--- src/rtl/plru_multiset.sv ---
// Multi-set tree pseudo-LRU replacement with per-way valid bits, single-way invalidation
// and a one-set-per-cycle full flush.
module plru_multiset #(
    parameter int unsigned WAYS_NUM = 4,
    parameter int unsigned SETS_NUM = 16,
    parameter int unsigned SET_W    = $clog2(SETS_NUM),
    parameter int unsigned WAY_W    = $clog2(WAYS_NUM)
) (
    input  logic             clk,
    input  logic             rst,
    input  logic             req_valid,
    output logic             req_ready,
    input  logic [SET_W-1:0] req_set,
    input  logic             req_hit,
    input  logic [WAY_W-1:0] req_hit_way,
    input  logic             inv_valid,
    input  logic [SET_W-1:0] inv_set,
    input  logic [WAY_W-1:0] inv_way,
    input  logic             flush_req,
    output logic             busy,
    output logic             rsp_valid,
    output logic [WAY_W-1:0] rsp_way,
    output logic             rsp_evict
);

    localparam int unsigned NodesNum = WAYS_NUM - 1;
    localparam logic [SET_W-1:0] LastSet = SET_W'(SETS_NUM - 1);

    typedef enum logic [0:0] {StIdle, StFlush} state_e;

    state_e state_q, state_d;
    logic [SET_W-1:0] cnt_q;

    logic [SETS_NUM-1:0][NodesNum-1:0] tree_q, tree_d;
    logic [SETS_NUM-1:0][WAYS_NUM-1:0] valid_q, valid_d;

    logic                rsp_valid_q, rsp_evict_q;
    logic [WAY_W-1:0]    rsp_way_q;
    logic                accept;
    logic [NodesNum-1:0] set_tree;
    logic [WAYS_NUM-1:0] set_valid;
    logic [WAY_W-1:0]    low_inv_way, way_d;
    logic                evict_d;

    // Node index never exceeds NodesNum-1, so WAY_W bits are enough; overflow on the
    // last level is harmless because that index is never used.
    function automatic logic [WAY_W-1:0] tree_victim(input logic [NodesNum-1:0] t);
        logic [WAY_W-1:0] n;
        logic [WAY_W-1:0] v;
        n = '0;
        v = '0;
        for (int l = WAY_W - 1; l >= 0; l--) begin
            v[l] = t[n];
            n    = (n << 1) + (t[n] ? WAY_W'(2) : WAY_W'(1));
        end
        return v;
    endfunction

    function automatic logic [NodesNum-1:0] tree_touch(input logic [NodesNum-1:0] t,
                                                       input logic [WAY_W-1:0]    w);
        logic [WAY_W-1:0]    n;
        logic [NodesNum-1:0] r;
        n = '0;
        r = t;
        for (int l = WAY_W - 1; l >= 0; l--) begin
            r[n] = ~w[l];
            n    = (n << 1) + (w[l] ? WAY_W'(2) : WAY_W'(1));
        end
        return r;
    endfunction

    // Flush FSM: state register / next state / outputs.
    always_ff @(posedge clk or negedge rst) begin
        if (!rst) begin
            state_q <= StIdle;
        end else begin
            state_q <= state_d;
        end
    end

    always_comb begin
        state_d = state_q;
        unique case (state_q)
            StIdle:  if (flush_req) state_d = StFlush;
            StFlush: if (cnt_q == LastSet) state_d = StIdle;
            default: state_d = StIdle;
        endcase
    end

    always_comb begin
        busy = (state_q == StFlush);
    end

    assign req_ready = ~busy & ~inv_valid;
    assign accept    = req_valid & req_ready;
    assign set_tree  = tree_q[req_set];
    assign set_valid = valid_q[req_set];

    always_comb begin
        low_inv_way = '0;
        for (int i = WAYS_NUM - 1; i >= 0; i--) begin
            if (!set_valid[i]) low_inv_way = WAY_W'(i);
        end
    end

    always_comb begin
        way_d   = '0;
        evict_d = 1'b0;
        if (req_hit) begin
            way_d = req_hit_way;
        end else if (!(&set_valid)) begin
            way_d = low_inv_way;
        end else begin
            way_d   = tree_victim(set_tree);
            evict_d = 1'b1;
        end
    end

    always_comb begin
        tree_d  = tree_q;
        valid_d = valid_q;
        if (busy) begin
            tree_d[cnt_q]  = '0;
            valid_d[cnt_q] = '0;
        end else if (inv_valid) begin
            valid_d[inv_set][inv_way] = 1'b0;
        end else if (req_valid) begin
            tree_d[req_set] = tree_touch(set_tree, way_d);
            if (!req_hit) valid_d[req_set][way_d] = 1'b1;
        end
    end

    always_ff @(posedge clk or negedge rst) begin
        if (!rst) begin
            tree_q  <= '0;
            valid_q <= '0;
            cnt_q   <= '0;
        end else begin
            tree_q  <= tree_d;
            valid_q <= valid_d;
            cnt_q   <= busy ? cnt_q + 1'b1 : '0;
        end
    end

    always_ff @(posedge clk or negedge rst) begin
        if (!rst) begin
            rsp_valid_q <= 1'b0;
            rsp_way_q   <= '0;
            rsp_evict_q <= 1'b0;
        end else begin
            rsp_valid_q <= accept;
            if (accept) begin
                rsp_way_q   <= way_d;
                rsp_evict_q <= evict_d;
            end
        end
    end

    assign rsp_valid = rsp_valid_q;
    assign rsp_way   = rsp_way_q;
    assign rsp_evict = rsp_evict_q;

endmodule

--- config.mk ---
export PLATFORM = sky130hd
export DESIGN_NAME = plru_multiset
export DESIGN_NICKNAME = d
export VERILOG_FILES = /design/src/rtl/plru_multiset.sv
export SDC_FILE = /design/constraint.sdc
export NUM_CORES = 1
export LEC_CHECK = 0
export CAP_MARGIN = 20
export CORE_MARGIN = 4
export CORE_UTILIZATION = 65
export CTS_BUF_LIST = sky130_fd_sc_hd__clkbuf_16
export DETAILED_ROUTE_END_ITERATION = 10
export GPL_ROUTABILITY_DRIVEN = 1
export PLACE_DENSITY_LB_ADDON = 0.05
export SETUP_SLACK_MARGIN = 0.05
export SYNTH_ARGS = -nofsm -noshare
export SYNTH_HDL_FRONTEND = slang
export SYNTH_SLANG_ARGS = --single-unit
export TNS_END_PERCENT = 1
--- constraint.sdc ---
create_clock -name clk -period 4.4 [get_ports clk]
set_input_delay 0.44 -clock clk [delete_from_list [all_inputs] [get_ports clk]]
set_output_delay 0.44 -clock clk [all_outputs]
set_load 0.01 [all_outputs]
==> reports/results.ini <==
[die]
die_w_um = 111
initial_core_util = 0.669
die_area_mm2 = 0.0124
io_pins = 24
rows = 37
die_h_um = 111
core_mm2 = 0.0104

[cts]
clockBufferDepth = 2
cts_setup_buffers = 0
cts-buffers-inserted = 17
ctsHtreeMaxLevel = 4
ctsRootBufferMaster = clkbuf_16
clkSinkCount = 121
insertion_delay_ns = 0.43
cts_tree = built
path_clk_slew_ns = 0.05

[setup_path]
end_kind = flip-flop
cp_max_fo = 24
reg2reg_to = valid_q[61]
cp.required_ns = 4.71
r2r-start = tree_q[9]
path_class = in -> reg
worstSetupStartpointType = primary input
rrSetupSlack_ns = 1.33
cp.arrival_ns = 3.84
r2r_cells = 7

[grt]
grt-ovfl-total = 0
grt_pass1_wl_um = 37500
antenna_found_initial = 0
grt_pass1_vias = 6829
grt_max_degree = 60
globalRouteTotalUtil = 0.396

[timing]
rsz0062_at_grt = no
finalMaxSlewViolations = 0
setup_viol_count_final = 0
hold_viol = 0
min_period_ns = 3.53
clock-skew-final_ns = 0.00940
tns_ns = 0
max_freq_ghz = 0.283
slew-limit-headroom = 0.349
max_slew.worst_pin.slew_ns = 0.973
timing.final.crit_share = 0.802

[hold_path]
hp-class = in -> async

[logic_synthesis]
syn_avg_cell_area_um2 = 8.96
synth_seq_area_share = 0.437
yosysUniqueCellTypes = 52
postSynthCellCount = 774
netlist_area_mm2 = 0.00694
ys_warn_count = 0
synth.ff_latch_count = 121
synthesis.nets = 796
async_flop_share = 1.00
synthFlopType = dfrtp_1
synth_edf_count = 0

[place]
place_congestion = 1.04
portBuffers = 23
place_hpwl_um = 15700

[route]
ant_nets = 0
routed_via_density = 7.60
drt-initial-drc-count = 1191
drt_wl_total_um = 24300
drc = 1
dr_total_vias = 7065
routedWlPerCell_um = 26.1
first_pass_iters = 9

[outcome]
status = complete, but fails checks
violations = DRC

[job]
cap_viol_max_count = 0

[power]
leakage_nw = 3.21
power_density_mw_per_mm2 = 467
total_power_mw = 3.62
ir_drop_uv = 588

[layout]
diodes = 0
drive_gt1_frac = 0.101
layout_common_cells = 134 x o21ai_0, 120 x dfrtp_1, 94 x nand2_1, 87 x nand3_1, 54 x nor2_1
layout.nets = 805
syn_to_final_growth_pct = 11.7
layout_commonest_cell = o21ai_0

area by class of cell:
class	instances	area, µm²
multi-input combinational	589	3600
sequential	121	3030
fill	765	2620
clock buffer	17	425
timing repair buffer	42	380
tap	136	170
clock inverter	13	103
inverter	12	45.0
metrics by stage:
stage               cells  hold WS, ns  setup WS [ns]  instance area, µm²   util
floorplan             774        0.144           1.62                6940      -
global placement      899        0.421          0.657                7210  0.695
detailed placement    899        0.426          0.506                7210  0.695
CTS                   930        0.506          0.915                7750  0.747
global route          930        0.511          0.700                7750  0.747
finish                930        0.513          0.869                7750  0.747
synth_stat cells, types with 5 or more instances:
| master | n | area [µm²] |
|---|---|---|
| o21ai_0 | 134 | 671 |
| dfrtp_1 | 121 | 3030 |
| nand2_1 | 94 | 353 |
| nand3_1 | 87 | 435 |
| nor2_1 | 54 | 203 |
| a21oi_1 | 45 | 225 |
| clkbuf_1 | 32 | 120 |
| mux4_2 | 28 | 631 |
| a31oi_1 | 24 | 150 |
| o21ai_1 | 21 | 105 |
| o31ai_1 | 11 | 82.6 |
| inv_1 | 10 | 37.5 |
| nor3_1 | 10 | 50.1 |
| nor2b_1 | 8 | 50.1 |
| buf_6 | 7 | 78.8 |
| a22oi_1 | 6 | 45.0 |
| buf_2 | 6 | 30.0 |
| nand2b_1 | 6 | 37.5 |
| a22o_1 | 5 | 43.8 |
| and2_1 | 5 | 31.3 |
| o211ai_1 | 5 | 37.5 |
| o22a_1 | 5 | 43.8 |
kinds of logic after synthesis:
group                    Yosys count  share of synthesized area
AO/OA/AOI/OAI                    277                      0.232
multiplexers                      31                     0.0989
adder cells (fa/ha/maj)            4                    0.00722
XOR/XNOR                           2                    0.00253
AND/OR/NAND/NOR                  275                      0.178
flip-flops                       121                      0.437
buffers and inverters             64                     0.0447
state kept, by name (all words and copies together), names as in the netlist:
register,cells
rsp_way,2
cnt_q,4
rsp_evict,1
rsp_valid,1
valid_q,64
tree_q,48
busy,1
layer usage:
metal  up-vias  part of all wire  track usage
met2       713              0.44        0.574
met1      3331              0.36        0.527
li1       2879                 -            -
met5         -                 0            0
met3       142              0.15        0.136
met4         0             0.053        0.211
worst max path at each step:
stage / from / endpoint / cells after the start
finish: req_set[0] / valid_q[36] / 9
global route: req_set[0] / valid_q[36] / 9
CTS: req_set[0] / valid_q[36] / 9
detailed placement: req_set[0] / valid_q[36] / 9
global placement: req_set[0] / tree_q[44] / 9
floorplan: req_set[1] / tree_q[26] / 11
what timing repair did:
| action | in CTS | in global routing |
|---|---|---|
| hold endpoints to repair | 30 | 0 |
| resized for setup | 0 | 0 |
| hold buffers | 1 | 0 |
power breakdown:
group	total [mW]	switching [mW]	internal (mW)	leakage [nW]
logic	1.02	0.728	0.296	1.25
clock network	1.29	0.484	0.801	0.284
registers	1.31	0.0999	1.21	1.67
total	3.62	1.31	2.31	3.21
critical path: stages:
cell	delay, ns
buf_2	0.63
buf_12	0.23
mux4_2	0.53
a22o_1	0.26
a221oi_2	0.29
a31o_2	0.19
a221o_2	0.44
nand2_1	0.40
o31ai_1	0.41
Note: power is estimated with default switching activity, not from simulation.
